--- src/rtl/if_pkg.sv ---
// Shared defaults and constants for the instruction fetch queue.
package if_pkg;

   localparam int unsigned AW_DEF       = 32;
   localparam int unsigned IW_DEF       = 32;
   localparam int unsigned DEPTH_DEF    = 4;
   localparam logic [63:0] RESET_PC_DEF = 64'h0;
   localparam int unsigned PC_INC       = 4;

endpackage : if_pkg

--- src/rtl/if_fetch_queue_if.sv ---
// Fetch queue bus: redirect, instruction memory side and decode side.
interface if_fetch_queue_if #(
   parameter int unsigned AW = 32,
   parameter int unsigned IW = 32
);

   logic          REDIRECT;
   logic [AW-1:0] REDIRECT_PC;
   logic          IREQ;
   logic [AW-1:0] IADDR;
   logic          IVALID;
   logic [IW-1:0] IRDATA;
   logic          INST_VALID;
   logic [IW-1:0] INST;
   logic [AW-1:0] INST_PC;
   logic          INST_READY;
   logic          ERR;

   // Fetch queue view.
   modport slave (
      input  REDIRECT, REDIRECT_PC, IVALID, IRDATA, INST_READY,
      output IREQ, IADDR, INST_VALID, INST, INST_PC, ERR
   );

   // Environment view (pipeline control, memory, decode).
   modport master (
      output REDIRECT, REDIRECT_PC, IVALID, IRDATA, INST_READY,
      input  IREQ, IADDR, INST_VALID, INST, INST_PC, ERR
   );

endinterface : if_fetch_queue_if

--- src/rtl/if_inst_fifo.sv ---
// Circular instruction buffer with flush; pointers wrap modulo DEPTH.
module if_inst_fifo #(
   parameter int unsigned IW    = 32,
   parameter int unsigned DEPTH = 4
) (
   input  logic                         CLK,
   input  logic                         RSTN,
   input  logic                         push,
   input  logic                         pop,
   input  logic                         flush,
   input  logic [IW-1:0]                wr_data,
   output logic [IW-1:0]                rd_data,
   output logic [$clog2(DEPTH+1)-1:0]   occ
);

   localparam int unsigned PW = $clog2(DEPTH);
   localparam int unsigned CW = $clog2(DEPTH+1);

   logic [IW-1:0] mem [DEPTH];
   logic [PW-1:0] wr_ptr;
   logic [PW-1:0] rd_ptr;

   // Pointer and occupancy tracking; flush empties the buffer.
   always_ff @(posedge CLK or negedge RSTN) begin
      if (!RSTN) begin
         wr_ptr <= '0;
         rd_ptr <= '0;
         occ    <= '0;
      end else if (flush) begin
         wr_ptr <= '0;
         rd_ptr <= '0;
         occ    <= '0;
      end else begin
         if (push) wr_ptr <= wr_ptr + PW'(1);
         if (pop)  rd_ptr <= rd_ptr + PW'(1);
         case ({push, pop})
            2'b10:   occ <= occ + CW'(1);
            2'b01:   occ <= occ - CW'(1);
            default: occ <= occ;
         endcase
      end
   end

   // Storage array; contents need no reset since occ gates visibility.
   always_ff @(posedge CLK) begin
      if (push && !flush) mem[wr_ptr] <= wr_data;
   end

   assign rd_data = mem[rd_ptr];

endmodule : if_inst_fifo

--- src/rtl/if_fetch_queue.sv ---
// Instruction fetch queue: issues sequential fetches, tracks in-flight
// responses, discards responses made stale by a redirect, buffers the rest.
module if_fetch_queue
   import if_pkg::*;
#(
   parameter int unsigned   AW       = AW_DEF,
   parameter int unsigned   IW       = IW_DEF,
   parameter int unsigned   DEPTH    = DEPTH_DEF,
   parameter logic [AW-1:0] RESET_PC = AW'(RESET_PC_DEF)
) (
   input  logic              CLK,
   input  logic              RSTN,
   if_fetch_queue_if.slave   bus
);

   localparam int unsigned CW = $clog2(DEPTH+1);
   localparam int unsigned SW = CW + 2;

   logic [AW-1:0] fetch_pc, fetch_pc_n;
   logic [AW-1:0] head_pc, head_pc_n;
   logic [CW-1:0] live, live_n;
   logic [CW-1:0] doomed, doomed_n;
   logic [CW-1:0] occ;
   logic          err_q;

   logic [SW-1:0] outstanding;
   logic          ireq;
   logic          resp_doomed;
   logic          resp_live;
   logic          resp_err;
   logic          push;
   logic          pop;
   logic          inst_valid;
   logic [IW-1:0] head_data;

   // Request gating: buffered plus in-flight entries never exceed DEPTH.
   always_comb begin
      outstanding = SW'(occ) + SW'(live) + SW'(doomed);
      ireq        = RSTN && !bus.REDIRECT && (outstanding < SW'(DEPTH));
      resp_doomed = bus.IVALID && (doomed != '0);
      resp_live   = bus.IVALID && (doomed == '0) && (live != '0);
      resp_err    = bus.IVALID && (doomed == '0) && (live == '0);
      inst_valid  = (occ != '0);
      push        = resp_live && !bus.REDIRECT;
      pop         = inst_valid && bus.INST_READY && !bus.REDIRECT;
   end

   // Next-state for PCs and in-flight counters; redirect retires all live
   // fetches into the doomed count, minus any response landing this cycle.
   always_comb begin
      fetch_pc_n = fetch_pc;
      head_pc_n  = head_pc;
      live_n     = live;
      doomed_n   = doomed;
      if (bus.REDIRECT) begin
         fetch_pc_n = bus.REDIRECT_PC;
         head_pc_n  = bus.REDIRECT_PC;
         live_n     = '0;
         doomed_n   = CW'(live + doomed) - CW'(resp_doomed || resp_live);
      end else begin
         if (ireq) fetch_pc_n = fetch_pc + AW'(PC_INC);
         if (pop)  head_pc_n  = head_pc + AW'(PC_INC);
         live_n   = live + CW'(ireq) - CW'(resp_live);
         doomed_n = doomed - CW'(resp_doomed);
      end
   end

   // State registers; ERR is sticky until reset.
   always_ff @(posedge CLK or negedge RSTN) begin
      if (!RSTN) begin
         fetch_pc <= RESET_PC;
         head_pc  <= RESET_PC;
         live     <= '0;
         doomed   <= '0;
         err_q    <= 1'b0;
      end else begin
         fetch_pc <= fetch_pc_n;
         head_pc  <= head_pc_n;
         live     <= live_n;
         doomed   <= doomed_n;
         err_q    <= err_q | resp_err;
      end
   end

   if_inst_fifo #(
      .IW    (IW),
      .DEPTH (DEPTH)
   ) u_fifo (
      .CLK     (CLK),
      .RSTN    (RSTN),
      .push    (push),
      .pop     (pop),
      .flush   (bus.REDIRECT),
      .wr_data (bus.IRDATA),
      .rd_data (head_data),
      .occ     (occ)
   );

   assign bus.IREQ       = ireq;
   assign bus.IADDR      = fetch_pc;
   assign bus.INST_VALID = inst_valid;
   assign bus.INST       = head_data;
   assign bus.INST_PC    = head_pc;
   assign bus.ERR        = err_q;

endmodule : if_fetch_queue

--- src/flat_wrapper.sv ---
// flat-port wrapper written by rule: the top's interface ports become plain ports
module if_fetch_queue_flat import if_pkg::*;
#(
   parameter int unsigned   AW       = AW_DEF,
   parameter int unsigned   IW       = IW_DEF,
   parameter int unsigned   DEPTH    = DEPTH_DEF,
   parameter logic [AW-1:0] RESET_PC = AW'(RESET_PC_DEF)
)
  (CLK, RSTN, bus_REDIRECT, bus_REDIRECT_PC, bus_IVALID, bus_IRDATA, bus_INST_READY, bus_IREQ, bus_IADDR, bus_INST_VALID, bus_INST, bus_INST_PC, bus_ERR);
  if_fetch_queue_if #(.AW(AW), .IW(IW)) bus_i ();
  input  logic CLK;
  input  logic RSTN;
  input wire logic [$bits(bus_i.REDIRECT)-1:0] bus_REDIRECT;
  input wire logic [$bits(bus_i.REDIRECT_PC)-1:0] bus_REDIRECT_PC;
  input wire logic [$bits(bus_i.IVALID)-1:0] bus_IVALID;
  input wire logic [$bits(bus_i.IRDATA)-1:0] bus_IRDATA;
  input wire logic [$bits(bus_i.INST_READY)-1:0] bus_INST_READY;
  output wire logic [$bits(bus_i.IREQ)-1:0] bus_IREQ;
  output wire logic [$bits(bus_i.IADDR)-1:0] bus_IADDR;
  output wire logic [$bits(bus_i.INST_VALID)-1:0] bus_INST_VALID;
  output wire logic [$bits(bus_i.INST)-1:0] bus_INST;
  output wire logic [$bits(bus_i.INST_PC)-1:0] bus_INST_PC;
  output wire logic [$bits(bus_i.ERR)-1:0] bus_ERR;
  assign bus_i.REDIRECT = bus_REDIRECT;
  assign bus_i.REDIRECT_PC = bus_REDIRECT_PC;
  assign bus_i.IVALID = bus_IVALID;
  assign bus_i.IRDATA = bus_IRDATA;
  assign bus_i.INST_READY = bus_INST_READY;
  assign bus_IREQ = bus_i.IREQ;
  assign bus_IADDR = bus_i.IADDR;
  assign bus_INST_VALID = bus_i.INST_VALID;
  assign bus_INST = bus_i.INST;
  assign bus_INST_PC = bus_i.INST_PC;
  assign bus_ERR = bus_i.ERR;
  if_fetch_queue #(.AW(AW), .IW(IW), .DEPTH(DEPTH), .RESET_PC(RESET_PC)) u_core (.CLK(CLK), .RSTN(RSTN), .bus(bus_i));
endmodule
--- config.mk ---
export PLATFORM = sky130hd
export DESIGN_NAME = if_fetch_queue_flat
export DESIGN_NICKNAME = d
export VERILOG_FILES = /design/src/rtl/if_pkg.sv /design/src/rtl/if_fetch_queue_if.sv /design/src/rtl/if_inst_fifo.sv /design/src/rtl/if_fetch_queue.sv /design/src/flat_wrapper.sv
export SDC_FILE = /design/constraint.sdc
export NUM_CORES = 1
export LEC_CHECK = 0
export CAP_MARGIN = 10
export CORE_ASPECT_RATIO = 1.75
export CORE_UTILIZATION = 53
export CTS_CLUSTER_DIAMETER = 30
export DETAILED_ROUTE_END_ITERATION = 8
export PLACE_DENSITY_LB_ADDON = 0.15
export REMOVE_ABC_BUFFERS = 1
export SYNTH_ARGS = -nofsm -noshare
export SYNTH_HDL_FRONTEND = slang
export SYNTH_SLANG_ARGS = --single-unit
--- constraint.sdc ---
create_clock -name CLK -period 4.08 [get_ports CLK]
set_clock_uncertainty 0.05 [all_clocks]
set_input_delay 0.816 -clock CLK [delete_from_list [all_inputs] [get_ports CLK]]
set_output_delay 0.816 -clock CLK [all_outputs]
set_load 0.01 [all_outputs]
# --- Word level (Yosys, flattened, before mapping) ---
# Memories as Yosys holds them, arrays and structs flattened.
# Index checks and enable logic that the tools add are counted.
totals:
  n_memories: 1
  ramBits: 128
  register_bits: 78
  out_inout_bits: 99
mem_list:
  columns: ["memory", "words", "word_bits", "rd", "rd_clocked_by_memory_dff", "write_ports", "line", "text"]
  rows:
  - ["u_core.u_fifo.mem", 4, 32, 1, 0, 1, "if_inst_fifo.sv:19", "logic [IW-1:0] mem [DEPTH];"]
classes:
  order_cmp: 1
  eq_ne: 2
  n_reduce_logical: 21
  bitwise_logic: 1
  muxes: 14
  add_sub_neg: 13
ops:
  columns: ["operator", "n"]
  rows:
  - ["$mux W32", 4]
  - ["$add A32 B3 Y32 const B", 2]
  - ["$reduce_bool A3 Y1", 4]
  - ["$logic_and A1 B1 Y1", 10]
  - ["$mux W3", 3]
  - ["$sub A3 B1 Y3", 3]
  - ["$mux W2", 4]
  - ["$logic_not A3 Y1", 2]
  - ["$pmux W3 S2", 1]
  - ["$reduce_bool A2 Y1", 3]
  - ["$add A5 B3 Y5", 1]
  - ["$lt A5 B3 Y1 const B", 1]
  - ["$add A2 B1 Y2 const B", 2]
  - ["$add A3 B3 Y4", 1]
  - ["$add A3 B1 Y3", 1]
  - ["$add A3 B1 Y3 const B", 1]
  - ["$add A3 B3 Y3", 1]
  - ["$sub A3 B1 Y3 const B", 1]
  - ["$eq A2 B1 Y1 const B", 1]
  - ["$eq A2 B2 Y1 const B", 1]
  - ["$mux W1", 2]
  - ["$logic_not A1 Y1", 1]
  - ["$logic_or A1 B1 Y1", 1]
  - ["$or A1 B1 Y1", 1]

# --- Longest topological paths before layout ---
logic_depth:
  word_depth: 7
  mapped_depth: 16
  mapped_depth_nobuf: 14

# --- Modules after synthesis ---
# A second synthesis with hierarchy kept.
hier_totals:
  hier_cells: 651
  area_unflattened_um2: 9296.4
by_module_without_submodules:
  columns: ["module", "n_inst", "area_each_um2", "cells_each"]
  rows:
  - ["if_inst_fifo", 1, 5092.4, 209]
  - ["if_fetch_queue", 1, 4204.0, 442]

# --- Worst setup path after synthesis ---
# Ideal clock, no wire load.
synth_timing:
  kind: "reg2reg"
  from: "register u_core.u_fifo.occ[0]"
  to: "register u_core.live[2]"
  arrival_time_ps: 3549
  path_stages_with_launch: 17
  setup_ps: 132
  path_slack_ps: 350
  required_ps: 3898
  path_cell_list: "dfrtp_1 ha_1 fa_1 xor2_1 ha_1 nor4b_1 o2111ai_1 buf_2 buf_1 ha_1 inv_1 ha_1 inv_1 fa_1 xnor2_1 xnor2_1 nor2_1"
synth_via:
  elab_chain_cells: 7
synth_lines:
  columns: ["item", "line", "text"]
  rows:
  - ["start: declaration", "if_inst_fifo.sv:13", "output logic [$clog2(DEPTH+1)-1:0] occ"]
  - ["start signal: assignment", "if_inst_fifo.sv:37", "2'b10: occ <= occ + CW'(1);"]
  - ["start signal: assignment", "if_inst_fifo.sv:38", "2'b01: occ <= occ - CW'(1);"]
  - ["$add A3 B3 Y4", "if_fetch_queue.sv:38", "outstanding = SW'(occ) + SW'(live) + SW'(doomed);"]
  - ["$add A5 B3 Y5", "if_fetch_queue.sv:38", null]
  - ["$lt A5 B3 Y1", "if_fetch_queue.sv:39", "ireq = RSTN && !bus.REDIRECT && (outstanding < SW'(DEPTH));"]
  - ["$logic_and A1 B1 Y1", "if_fetch_queue.sv:39", null]
  - ["$add A3 B1 Y3", "if_fetch_queue.sv:63", "live_n = live + CW'(ireq) - CW'(resp_live);"]
  - ["$sub A3 B1 Y3", "if_fetch_queue.sv:63", null]
  - ["$mux W3", "if_fetch_queue.sv:55", "if (bus.REDIRECT) begin"]
  - ["named net u_core.live_n[2]", "if_fetch_queue.sv:21", "logic [CW-1:0] live, live_n;"]
  - ["end signal: assignment", "if_fetch_queue.sv:79", "live <= live_n;"]
  - ["end: declaration", "if_fetch_queue.sv:21", null]
# The timed path passes the listed nets, and every way through them passes these cells.
# A chain may end at the register's enable or synchronous reset.

# --- Worst setup path in the final report ---
layout_timing:
  from: "register u_core.u_fifo.occ[0]"
  to: "output port bus_IREQ"
layout_via:
  elab_chain_cells: 4
layout_lines:
  columns: ["item", "line", "text"]
  rows:
  - ["$add A3 B3 Y4", "if_fetch_queue.sv:38", null]
  - ["$add A5 B3 Y5", "if_fetch_queue.sv:38", null]
  - ["$lt A5 B3 Y1", "if_fetch_queue.sv:39", null]
  - ["$logic_and A1 B1 Y1", "if_fetch_queue.sv:39", null]
  - ["end: declaration", "flat_wrapper.sv:18", "output wire logic [$bits(bus_i.IREQ)-1:0] bus_IREQ;"]
# No other way between the ends.

==> flow_summary.ini <==
[timing]
slew_viol_final = 0
fin_ws_ns = 0.245
whs_ns = 0.0928
layout_worst_path_cycle_share = 0.940
hold_violations = 0
fmax_ghz = 0.261
setup_viol = 0
relSlewSlack = 0.276
rsz0062_at_grt = no
tightest_slew_ns = 1.08
period_needed_ns = 3.84

[critical_path]
endpoint_kind = output pin
cp_max_fo = 6
start_kind = flip-flop
cp.arrival_ns = 2.97
critPathKind = flip-flop to output pin
worstPathRequired_ns = 3.21

[place]
io_buffers = 167
dp_hpwl_um = 15400
pre_cts_slack_ns = 0.388
gp_congestion = 0.855

[synthesis]
synth_cell_types = 48
ys.flop_type = edfxtp_1
synth-edff-count = 128
synth_area_per_cell_um2 = 13.8
synth_area_um2 = 9280
ys_ff_latch = 206
netlist.area_leader.share = 0.414
yosysSeqAreaShare = 0.624
async_flop_share = 0.379
yosysMostFrequentCell = edfxtp_1
synthCells = 674
synthTopCellsByArea = edfxtp_1 (41%), dfrtp_1 (21%), mux4_2 (7.8%)
yosys-top-cells-count = edfxtp_1 (128), dfrtp_1 (78), nand2_1 (62)
yosys.area.top_type = edfxtp_1
yosysWarnings = 0

[power_and_ir_drop]
pwr-share-comb = 0.243
peakVddDrop_mv = 0.413
power_frac_clock = 0.358
intPower_mw = 4.70
p_leak_nw = 4.37
p_per_area_nw_per_um2 = 549
power_mw = 6.69
p_sw_mw = 2.00
p_sw_frac = 0.298
seqPwrFrac = 0.399

[grt]
grt_max_degree = 68
antenna_found_initial = 0
grt_pass1_vias = 6975
grt_pass1_wl_um = 35100
grt.overflow.total = 0
track_usage = 0.255

[detailed_routing]
dr.pass1.iters = 7
vias = 6411
routed_via_density = 5.82
wl_per_cell_um = 20.3
postRouteAntennaNets = 0
wl_um = 22300
first_iter_violations = 290
drc = 0

[clocking]
cts_hold_buf = 0
max-clock-path-buffers = 3
clock_latency_ns = 0.52
htree_num_levels = 1
cts_inserted_buffers = 28
clkTransAtPathRegs_ns = 0.06
cts_sinks = 206
cts_root_buf = clkbuf_16
cts_tree = done

[run_status]
status = finished clean

[layout]
nFillCells = 1218
area_delta_synth_final_pct = 31.3
fin_nets = 943
antenna_cells = 0
final_core_util = 0.716
drive_gt1_frac = 0.150

[floorplan]
initial_core_util = 0.545
core_area_um2 = 17000
rows = 63
ios = 168
dieArea_um2 = 18100
dieHeight_um = 177
die_width_um = 102

[run]
cap_viol_max_count = 0

[min_path]
hp-class = input pin to async pin
-- sequential cells by signal, indices dropped and copies added (netlist names) --
signal	cells
u_core.u_fifo.mem	128
u_core.bus.ERR	1
u_core.u_fifo.occ	3
u_core.u_fifo.wr_ptr	2
u_core.bus.IADDR	32
u_core.bus.INST_PC	32
u_core.doomed	3
u_core.u_fifo.rd_ptr	2
u_core.live	3
-- per-stage QoR --
step | setup TNS (ns) | std cells | cell area, µm²
4_1_cts | 0 | 1101 | 12200
5_1_grt | 0 | 1101 | 12200
3_3_place_gp | 0 | 1048 | 11200
2_1_floorplan | -0.299 | 639 | 9130
3_5_place_dp | 0 | 1048 | 11200
6_report | 0 | 1101 | 12200
-- critical path, cell delays in order, from the launching register on --
cell	delay, ns
dfrtp_2	0.46
ha_1	0.25
fa_1	0.38
xor2_1	0.16
ha_1	0.30
nor4b_2	0.29
o2111ai_2	0.22
inv_2	0.12
dlygate4sd2_1	0.27
-- power groups by stage --
stage          clock [mW]  sequential (mW)  combinational (mW)
2_1_floorplan           0             2.71               0.782
3_3_place_gp            0             2.69                1.56
3_5_place_dp            0             2.70                1.61
4_1_cts              2.44             2.67                1.64
5_1_grt              2.52             2.70                1.77
6_report             2.40             2.67                1.63
-- layout by cell type (no fill, tap or decap), drive strengths merged, types with 17 or more instances in the layout --
master / synthesis / routed
clkdlybuf4s50: 0 / 164
edfxtp: 128 / 128
dfrtp: 78 / 78
nand2: 62 / 62
o21ai: 47 / 47
nand3: 37 / 37
clkbuf: 21 / 33
mux4: 32 / 32
xnor2: 30 / 30
inv: 22 / 29
nor2: 26 / 26
ha: 18 / 18
buf: 14 / 18
nand4: 17 / 17
-- layer usage --
layer,wire [µm],global-route usage
met1,7920,0.276
met2,12300,0.474
met3,1340,0.0470
met4,806,0.107
met5,0,0
-- final cells by class --
class	count	area, µm²	share of cell area
sequential	206	5800	0.476
inverter	23	86.3	0.00709
timing repair buffer	183	1800	0.147
tap	227	284	0.0233
clock inverter	19	195	0.0160
multi-input combinational	410	3260	0.268
clock buffer	33	761	0.0624
-- path summary, 6_finish.rpt --
check	end	cells after the start	from	slack (ns)
max	bus_IREQ	8	u_core.u_fifo.occ[0]	0.24
min	u_core.bus.INST_PC[23]	1	RSTN	0.09
max reg2reg	u_core.live[2]	15	u_core.u_fifo.occ[0]	0.37
min reg2reg	u_core.bus.ERR	1	u_core.bus.ERR	0.42
max in group asynchronous	u_core.u_fifo.rd_ptr[0]	2	RSTN	2.72
min in group CLK	u_core.bus.ERR	1	u_core.bus.ERR	0.42
-- what timing repair did --
item,CTS,global route
hold endpoints to repair,0,0
gates resized for setup,3,0
endpoints found under the setup margin,1,0
setup buffers,1,0
-- kinds of logic (layout without fill, tap and decap cells) --
group,after synthesis,in the layout,synth area share
DFF,206,206,0.624
and+or+nand+nor,201,201,0.119
AOI/OAI and AO/OA,103,103,0.0690
buffers and inverters,58,258,0.0259
xor gates and xnor gates,44,44,0.0415
muxes,40,40,0.0869
adders and majority gates,22,22,0.0329
Power figures use the tool's default switching activity.
